File: src/rtl/bus_arbiter4_pkg.sv
// bus_arbiter4_pkg -- shared types, sizes and helpers for the 4-master bus arbiter.
//   state_t        : arbiter FSM state {IDLE, OWN}
//   NUM_MASTERS    : number of requesting masters (4)
//   SEL_W          : width of the binary owner index (2)
//   idx_to_onehot  : binary owner index -> one-hot grant vector
package bus_arbiter4_pkg;

    typedef enum logic [0:0] {
        IDLE = 1'b0,
        OWN  = 1'b1
    } state_t;

    localparam int NUM_MASTERS = 4;
    localparam int SEL_W       = 2;

    function automatic logic [NUM_MASTERS-1:0] idx_to_onehot(input logic [SEL_W-1:0] idx);
        logic [NUM_MASTERS-1:0] oh;
        case (idx)
            2'd0:    oh = 4'b0001;
            2'd1:    oh = 4'b0010;
            2'd2:    oh = 4'b0100;
            2'd3:    oh = 4'b1000;
            default: oh = 4'b0000;
        endcase
        return oh;
    endfunction

endpackage

File: src/rtl/bus_arbiter4_rr_pick4.sv
// rr_pick4 -- combinational round-robin winner search over four requesters.
// The search starts at (ptr+1) mod 4 and wraps, so the master at ptr is
// considered last.
//   req [3:0] : request vector, bit i = master i
//   ptr [1:0] : most recent owner
//   any       : at least one request is set
//   idx [1:0] : winning master index (0 when any=0)
module rr_pick4
    import bus_arbiter4_pkg::*;
(
    input  logic [NUM_MASTERS-1:0] req,
    input  logic [SEL_W-1:0]       ptr,
    output logic                   any,
    output logic [SEL_W-1:0]       idx
);

    logic [NUM_MASTERS-1:0] rot_s;
    logic [SEL_W-1:0]       pos_s;
    logic [SEL_W-1:0]       off_s;

    // Rotate requests so that bit 0 is the first candidate after ptr, then priority-encode.
    always_comb begin
        rot_s = 4'b0000;
        pos_s = 2'd0;
        for (int j = 0; j < NUM_MASTERS; j++) begin
            pos_s    = ptr + 2'd1 + j[1:0];
            rot_s[j] = req[pos_s];
        end
        casez (rot_s)
            4'b???1: off_s = 2'd0;
            4'b??10: off_s = 2'd1;
            4'b?100: off_s = 2'd2;
            4'b1000: off_s = 2'd3;
            default: off_s = 2'd0;
        endcase
        any = |req;
        if (any) begin
            idx = ptr + 2'd1 + off_s;
        end else begin
            idx = 2'd0;
        end
    end

endmodule

File: src/rtl/bus_arbiter4.sv
// bus_arbiter4 -- 4-master round-robin bus arbiter with registered grant.
// Optional hold-timeout logic is compiled only when BUS_ARBITER4_TIMEOUT_EN is
// defined; otherwise there is no hold counter and TIMEOUT is tied low.
//   MAX_HOLD     : max consecutive owned cycles before a forced release (2..255)
//   CLK          : clock, rising edge
//   RST          : asynchronous active-high reset
//   REQ [3:0]    : per-master requests
//   LAST         : owner's final transfer cycle (ignored in IDLE)
//   GNT [3:0]    : registered one-hot grant or zero
//   SEL [1:0]    : registered owner index, held at last owner while idle
//   BUSY         : high while a grant is active
//   TIMEOUT      : one-cycle pulse following a forced release
module bus_arbiter4
    import bus_arbiter4_pkg::*;
#(
    parameter int MAX_HOLD = 16
) (
    input  logic                   CLK,
    input  logic                   RST,
    input  logic [NUM_MASTERS-1:0] REQ,
    input  logic                   LAST,
    output logic [NUM_MASTERS-1:0] GNT,
    output logic [SEL_W-1:0]       SEL,
    output logic                   BUSY,
    output logic                   TIMEOUT
);

    state_t                 state_r;
    logic [NUM_MASTERS-1:0] gnt_r;
    logic [SEL_W-1:0]       sel_r;
    logic [SEL_W-1:0]       ptr_r;
    logic                   busy_r;

    logic                   pick_any_s;
    logic [SEL_W-1:0]       pick_idx_s;
    logic                   release_s;
    logic                   forced_s;

`ifdef BUS_ARBITER4_TIMEOUT_EN
    // hold_cnt_r counts completed owned cycles; the owner's MAX_HOLD-th cycle
    // is the one during which the count equals MAX_HOLD-1.
    localparam logic [7:0] HOLD_LIMIT = 8'(MAX_HOLD - 1);
    logic [7:0]             hold_cnt_r;
    logic                   timeout_r;
    logic                   others_s;
`endif

    // While owning, ptr_r equals the owner, so one search serves both states.
    rr_pick4 u_pick (
        .req (REQ),
        .ptr (ptr_r),
        .any (pick_any_s),
        .idx (pick_idx_s)
    );

    // Release decision: normal release wins over a coincident forced release.
    always_comb begin
        release_s = 1'b0;
        forced_s  = 1'b0;
        if (state_r == OWN) begin
            release_s = LAST | ~REQ[sel_r];
        end else begin
            release_s = 1'b0;
        end
`ifdef BUS_ARBITER4_TIMEOUT_EN
        others_s = |(REQ & ~gnt_r);
        if ((state_r == OWN) && (hold_cnt_r >= HOLD_LIMIT) && others_s && !release_s) begin
            forced_s = 1'b1;
        end else begin
            forced_s = 1'b0;
        end
`endif
    end

    // Arbiter FSM with registered grant, select, busy and timeout.
    always_ff @(posedge CLK or posedge RST) begin
        if (RST) begin
            state_r <= IDLE;
            gnt_r   <= 4'b0000;
            sel_r   <= 2'd0;
            ptr_r   <= 2'd3;
            busy_r  <= 1'b0;
`ifdef BUS_ARBITER4_TIMEOUT_EN
            hold_cnt_r <= 8'd0;
            timeout_r  <= 1'b0;
`endif
        end else begin
            case (state_r)
                IDLE: begin
`ifdef BUS_ARBITER4_TIMEOUT_EN
                    timeout_r  <= 1'b0;
                    hold_cnt_r <= 8'd0;
`endif
                    if (pick_any_s) begin
                        state_r <= OWN;
                        gnt_r   <= idx_to_onehot(pick_idx_s);
                        sel_r   <= pick_idx_s;
                        ptr_r   <= pick_idx_s;
                        busy_r  <= 1'b1;
                    end else begin
                        gnt_r   <= 4'b0000;
                        busy_r  <= 1'b0;
                    end
                end
                OWN: begin
                    if (release_s || forced_s) begin
`ifdef BUS_ARBITER4_TIMEOUT_EN
                        timeout_r  <= forced_s;
                        hold_cnt_r <= 8'd0;
`endif
                        if (pick_any_s) begin
                            gnt_r   <= idx_to_onehot(pick_idx_s);
                            sel_r   <= pick_idx_s;
                            ptr_r   <= pick_idx_s;
                            busy_r  <= 1'b1;
                        end else begin
                            state_r <= IDLE;
                            gnt_r   <= 4'b0000;
                            busy_r  <= 1'b0;
                        end
                    end else begin
`ifdef BUS_ARBITER4_TIMEOUT_EN
                        timeout_r <= 1'b0;
                        if (hold_cnt_r < HOLD_LIMIT) begin
                            hold_cnt_r <= hold_cnt_r + 8'd1;
                        end else begin
                            hold_cnt_r <= hold_cnt_r;
                        end
`endif
                    end
                end
                default: begin
                    state_r <= IDLE;
                    gnt_r   <= 4'b0000;
                    busy_r  <= 1'b0;
                end
            endcase
        end
    end

    assign GNT  = gnt_r;
    assign SEL  = sel_r;
    assign BUSY = busy_r;
`ifdef BUS_ARBITER4_TIMEOUT_EN
    assign TIMEOUT = timeout_r;
`else
    assign TIMEOUT = 1'b0;
`endif

endmodule

File: config.mk
export PLATFORM = sky130hd
export DESIGN_NAME = bus_arbiter4
export DESIGN_NICKNAME = d
export VERILOG_FILES = /design/src/rtl/bus_arbiter4_pkg.sv /design/src/rtl/bus_arbiter4_rr_pick4.sv /design/src/rtl/bus_arbiter4.sv
export SDC_FILE = /design/constraint.sdc
export NUM_CORES = 1
export LEC_CHECK = 0
export BUFFER_PORTS_ARGS = -buffer_cell sky130_fd_sc_hd__buf_2
export CAP_MARGIN = 20
export CORE_AREA = 2 2 46 48
export CTS_CLUSTER_DIAMETER = 50
export DETAILED_ROUTE_END_ITERATION = 8
export DIE_AREA = 0 0 48 50
export HOLD_SLACK_MARGIN = 0.03
export PLACE_DENSITY = 0.56
export SETUP_SLACK_MARGIN = 0.1
export SLEW_MARGIN = 10
export SYNTH_ARGS = -nofsm -noshare
export SYNTH_HDL_FRONTEND = slang
export SYNTH_SLANG_ARGS = --single-unit
export TNS_END_PERCENT = 100
File: constraint.sdc
create_clock -name CLK -period 5.5 [get_ports CLK]
set_input_delay 0.55 -clock CLK [delete_from_list [all_inputs] [get_ports CLK]]
set_output_delay 0.55 -clock CLK [all_outputs]
set_load 0.005 [all_outputs]
======== Yosys cells after proc, flatten, opt, wreduce, memory -nomap -nowiden ========
Cells that the tools add are included.
word-level totals
  register bits after elaboration ......... 10
cells by class
  reduce and logical (&&, ||, !) cells .... 2
  equal/unequal tests ..................... 7
  bitwise logic cells ..................... 3
  magnitude comparators ................... 5
  add/subtract/negate cells ............... 5
  muxes and demuxes ....................... 28
operator list
  operator               number
  $pmux W4 S4            1
  $lt A2 B3 Y1 const B   5
  $bmux W1 S2            5
  $mux W2                5
  $mux W1                9
  $mux W4                2
  $pmux W2 S2            2
  $pmux W4 S2            1
  $eq A2 B2 Y1 const B   3
  $pmux W2 S3            1
  $add A2 B1 Y2 const B  2
  $add A2 B2 Y2 const B  2
  $eq A4 B4 Y1 const B   1
  $pmux W1 S2            2
  $reduce_or A4 Y1       1
  $eq A3 B3 Y1 const B   1
  $add A2 B2 Y2          1
  $eq A2 B1 Y1 const B   1
  $logic_not A2 Y1       1
  $ne A2 B1 Y1 const B   1
  $not A1 Y1             2
  $or A1 B1 Y1           1

======== Logic depth before layout (Yosys ltp) ========
  depth in word-level cells ............... 13
  depth in mapped cells ................... 10

======== By module ========
Synthesis repeated with hierarchy kept, for this count alone.
second synthesis, totals
  cells, all modules ...................... 64
  area, all modules ....................... 700.7 um^2
by module, submodules not included
  module        instances  cells each  area an instance (um^2)
  bus_arbiter4  1          36          499.2
  rr_pick4      1          28          201.4

======== Least setup slack after synthesis ========
Ideal clock, no wire load.
  path kind ............................... input to register
  start ................................... input REQ[1]
  end ..................................... register gnt_r[0], in the netlist GNT[0]
  stages on the path ...................... 10
  path buffers ............................ 1
  data arrival time ....................... 2.289 ns
  library setup time ...................... 0.070 ns
  slack ................................... 3.142 ns
  cell sequence ........................... clkbuf_1 -> nand2b_1 -> a21oi_1 -> o22ai_1 -> o21a_1 -> ha_1 -> xor2_1 -> a2111oi_0 -> nand3_1 -> nand3_1
on the way
  longest elaborated chain between the ends .. 11
  elaborated cells between the ends (all ways) .. 29
ends and longest elaborated chain
  what                                        line                                     text
  start: declaration                          bus_arbiter4.sv:20                       input logic [NUM_MASTERS-1:0] REQ,
  $bmux W1 S2                                 bus_arbiter4_rr_pick4.sv:27              rot_s[j] = req[pos_s];
  $mux W1 (implied by the code)               bus_arbiter4_rr_pick4.sv:27
  $eq A4 B4 Y1, or another cell as far along  bus_arbiter4_rr_pick4.sv:29              casez (rot_s)
  $pmux W2 S3                                 bus_arbiter4_rr_pick4.sv:29
  $add A2 B2 Y2                               bus_arbiter4_rr_pick4.sv:38              idx = ptr + 2'd1 + off_s;
  $mux W2                                     bus_arbiter4_rr_pick4.sv:37              if (any) begin
  $eq A2 B2 Y1, or another cell as far along  bus_arbiter4_pkg.sv:18                   case (idx)
  $pmux W4 S4                                 bus_arbiter4_pkg.sv:18
  $mux W4                                     bus_arbiter4.sv:94, bus_arbiter4.sv:111
  $mux W4                                     bus_arbiter4.sv:106                      if (release_s || forced_s) begin
  $pmux W4 S2                                 bus_arbiter4.sv:88                       case (state_r)
  end signal: assignment                      bus_arbiter4.sv:96                       gnt_r <= idx_to_onehot(pick_idx_s);
  end signal: assignment                      bus_arbiter4.sv:112                      gnt_r <= idx_to_onehot(pick_idx_s);
  end: declaration                            bus_arbiter4.sv:29                       logic [NUM_MASTERS-1:0] gnt_r;
Several ways; a longest one is shown, not always the timed one. The select of a mux whose other input is x is not followed.
A chain may end at the register's enable or synchronous reset.

======== Worst setup path after layout ========
  start ................................... register ptr_r[1]
  end ..................................... register gnt_r[3], in the netlist GNT[3]
on the way
  longest elaborated chain between the ends .. 13
  elaborated cells between the ends (all ways) .. 26
ends and longest elaborated chain
  what                                                   line                                                      text
  start: declaration                                     bus_arbiter4.sv:31                                        logic [SEL_W-1:0] ptr_r;
  start signal: assignment                               bus_arbiter4.sv:98                                        ptr_r <= pick_idx_s;
  start signal: assignment                               bus_arbiter4.sv:114                                       ptr_r <= pick_idx_s;
  $add A2 B1 Y2 *                                        bus_arbiter4_rr_pick4.sv:26, bus_arbiter4_rr_pick4.sv:38
  $add A2 B1 Y2 / $add A2 B2 Y2 (equally long branches)  bus_arbiter4_rr_pick4.sv:26                               pos_s = ptr + 2'd1 + j[1:0];
  $bmux W1 S2                                            bus_arbiter4_rr_pick4.sv:27
  $mux W1 (implied by the code)                          bus_arbiter4_rr_pick4.sv:27
  $eq A4 B4 Y1, or another cell as far along             bus_arbiter4_rr_pick4.sv:29
  $pmux W2 S3                                            bus_arbiter4_rr_pick4.sv:29
  $add A2 B2 Y2 *                                        bus_arbiter4_rr_pick4.sv:38
  $mux W2 *                                              bus_arbiter4_rr_pick4.sv:37
  $eq A2 B2 Y1, or another cell as far along             bus_arbiter4_pkg.sv:18
  $pmux W4 S4 *                                          bus_arbiter4_pkg.sv:18
  $mux W4 *                                              bus_arbiter4.sv:94, bus_arbiter4.sv:111
  $mux W4                                                bus_arbiter4.sv:106
  $pmux W4 S2 *                                          bus_arbiter4.sv:88
Mark *: on every way between the ends. The rest lies on a longest branch, timed or not. The select of a mux whose other input is x is not followed.

==> out/summary.txt <==
======================================================================================
Arrival time at the worst endpoint ......................................      2.53 ns
Detailed-route DRC error count ..........................................            0
Relative contribution of sequential cells to total power ................        0.319
Mean routed wirelength per cell .........................................      12.7 um
Final weighted congestion in routability-driven placement ...............        0.761
Measured slew at the worst slew-check pin ...............................     0.812 ns
Fraction of registers with async set/reset ..............................         1.00
Vias after detailed routing .............................................          665
Crit path max fanout ....................................................           10
Post-cts resize count ...................................................            0
Via density per instance ................................................         5.54
Cell area after technology mapping ......................................    722 sq um
Multi-input gate area ...................................................    405 sq um
Antenna viol nets, final ................................................            0
Start-to-end type of the worst setup path ............................... flop to flop
Signed area change from the synthesized netlist to the final layout .....        11.1%
Global-route usage over all layers ......................................        0.152
Wire length of the first global-routing pass ............................      2.55 mm
Initial cell density of the core ........................................        0.380
Drt total wl ............................................................      1.52 mm
Row count ...............................................................           16
Reported max-cap violation count ........................................            0
Leakage power total .....................................................     0.344 nW
Sequential cell area in the final layout ................................    253 sq um
Post-CTS setup buffer count .............................................            0
Number of standard cells after synthesis ................................           83
Maximum count of clock buffers along a single path ......................            2
Port Buffers ............................................................           13
Comb power frac .........................................................        0.558
Synth cell count leaders ................................................ dfrtp_1, nand3_1, nand2_1
Layout cells sized above 1 ..............................................        0.226
Peak ir drop on the vdd network .........................................       265 uV
RSZ-0062 raised after global routing ....................................           no
Internal power of the cells .............................................     0.248 mW
Total of hold buffers inserted after clock tree synthesis ...............            0
Instance count after placement with tap cells included ..................          116
Placed wire-length estimate .............................................      1.13 mm
H-tree depth ............................................................            1
Part of the total power dissipated in the clock network .................        0.123
Top-area cell type share of the netlist area ............................        0.277
Synth Flop Type .........................................................      dfrtp_1
Number of fill cells in the layout ......................................          199
CTS tree ................................................................         done
Clk_lat worst skew ......................................................      0.27 ns
Core outline area .......................................................   1900 sq um
Number of inserted diodes ...............................................            0
Maximum number of pins on one net before global-route repair ............           12
Highest Clock Rate ......................................................      430 MHz
Number of storage elements in the synthesis netlist .....................           10
Switching power total ...................................................     0.188 mW
Cell type with the largest total area after synthesis ...................      dfrtp_1
Synthesized Nets ........................................................           91
Final number of setup-violating endpoints ...............................            0
Die span in y ...........................................................        50 um
Clock buffers created by TritonCTS ......................................            3
Number of distinct standard cells referenced by the synthesized netlist .           37
Hold crit path type ..................................................... input pin to async pin
Switching part of the total power .......................................        0.432
Required time reported for the critical path endpoint ...................      5.70 ns
Initial antenna violation count .........................................            0
Ranking of synthesized cells by area .................................... dfrtp_1, dfstp_2, nand3_1, a2111oi_0, buf_6
DIE AREA ................................................................   2400 sq um
Ratio of final minimum period to clock period ...........................        0.423
Starting DRC count in detailed routing ..................................           12
Net count, final ........................................................          102
Worst slew slack as a fraction of its limit .............................        0.454
Clock Pin Slew Worst Setup and Hold Paths ...............................      0.07 ns
IO Count ................................................................           15
First-pass detailed-route iteration total ...............................            4
Number of global-route vias before repair ...............................          604
Overflow left after global routing ......................................            0
Minimum clock period after layout .......................................      2.32 ns
Critical path launch point type .........................................         flop
Number of warnings printed during yosys synthesis .......................            0
Count of pins over their slew limit .....................................            0
Die boundary width ......................................................        48 um
Power density over the cells ............................................  544 nW/um^2
Post-synthesis average cell area ........................................   8.70 sq um
Final sum of negative setup slack .......................................         0 ns
Setup Slack @ Placement .................................................      2.96 ns
CTS Sinks ...............................................................           10
Sequential area share after synthesis ...................................        0.350
Number of synthesized flops with an enable pin ..........................            0
Outcome ................................................................. finished clean
Final Hold Violating Endpoints ..........................................            0
Clock skew ..............................................................   0.00657 ns
Non-filler cells in the finished layout .................................          120
Endpoint type of the worst setup path ...................................         flop
Smallest setup slack after layout .......................................      3.18 ns
Cell chosen for the clock root ..........................................     clkbuf_4
======================================================================================
==> sequential cells by signal, indices dropped and copies added (netlist names) <==
name	flops
GNT	4
SEL	2
ptr_r	2
BUSY	1
state_r	1
==> per-stage QoR <==
stage	hold slack (ns)	power [mW]	util	instance area [sq um]
2_1_floorplan	0.389	0.326	-	722
3_3_place_gp	0.477	0.380	0.408	776
3_5_place_dp	0.474	0.383	0.408	776
4_1_cts	0.251	0.440	0.422	802
5_1_grt	0.286	0.481	0.422	802
6_report	0.249	0.436	0.422	802
==> critical path: stages (launching register included) <==
cell	delay (ns)
dfstp_2	0.61
nand2b_1	0.14
a21boi_0	0.08
o221ai_1	0.17
o21a_1	0.15
ha_1	0.19
xor2_1	0.10
a2111oi_0	0.55
o21ai_1	0.15
nand3_1	0.11
==> per-layer routing <==
metal,wire length (um),global-route usage,up-vias
met2,720,0.222,15
met5,0,0,-
li1,-,-,327
met4,21,0.0946,0
met1,725,0.200,321
met3,55,0.0220,2
==> final cells by class <==
type                            count  area share
Clock buffer                        4      0.0328
Timing Repair Buffer               13      0.0811
Tap cell                           27      0.0421
Sequential cell                    10       0.315
Multi-Input combinational cell     61       0.505
Inverter                            5      0.0234
==> power by group through the flow <==
stage               Sequential [mW]  Clock (mW)  Combinational, mW
floorplan                     0.124           0              0.201
detailed placement            0.142           0              0.240
CTS                           0.140      0.0560              0.244
finish                        0.139      0.0535              0.243
global route                  0.147      0.0612              0.273
global placement              0.140           0              0.240
==> layout by cell type, fill, tap and decap left out, types with 2 or more instances in the layout <==
| cell type | n |
|---|---|
| a2111oi_0 | 4 |
| a211o_1 | 2 |
| a21oi_1 | 4 |
| buf_2 | 13 |
| clkbuf_4 | 3 |
| dfrtp_1 | 8 |
| dfstp_2 | 2 |
| inv_1 | 5 |
| nand2_1 | 6 |
| nand2b_1 | 3 |
| nand3_1 | 8 |
| nor2_1 | 3 |
| nor2b_1 | 2 |
| nor3_1 | 3 |
| o21ai_0 | 3 |
| o21ai_1 | 3 |
==> logic make-up after synthesis <==
family,share of synthesized area
and+or+nand+nor,0.210
xor gates and xnor gates,0.0243
other,0.00519
adders and majority gates,0.0173
muxes,0.0312
DFF,0.350
buffers and inverters,0.0884
AOI/OAI and AO/OA,0.274
==> final timing paths <==
check	slack (ns)	end	depth (start not counted)	from
min in group CLK	0.50	GNT[0]	2	GNT[0]
worst max-delay path	3.18	GNT[3]	9	ptr_r[1]
worst min register to register	0.50	GNT[0]	2	GNT[0]
worst min-delay path	0.25	BUSY	2	RST
worst max register to register	3.18	GNT[3]	9	ptr_r[1]
max in group asynchronous	4.93	ptr_r[1]	2	RST
Power figures use the tool's default switching activity.
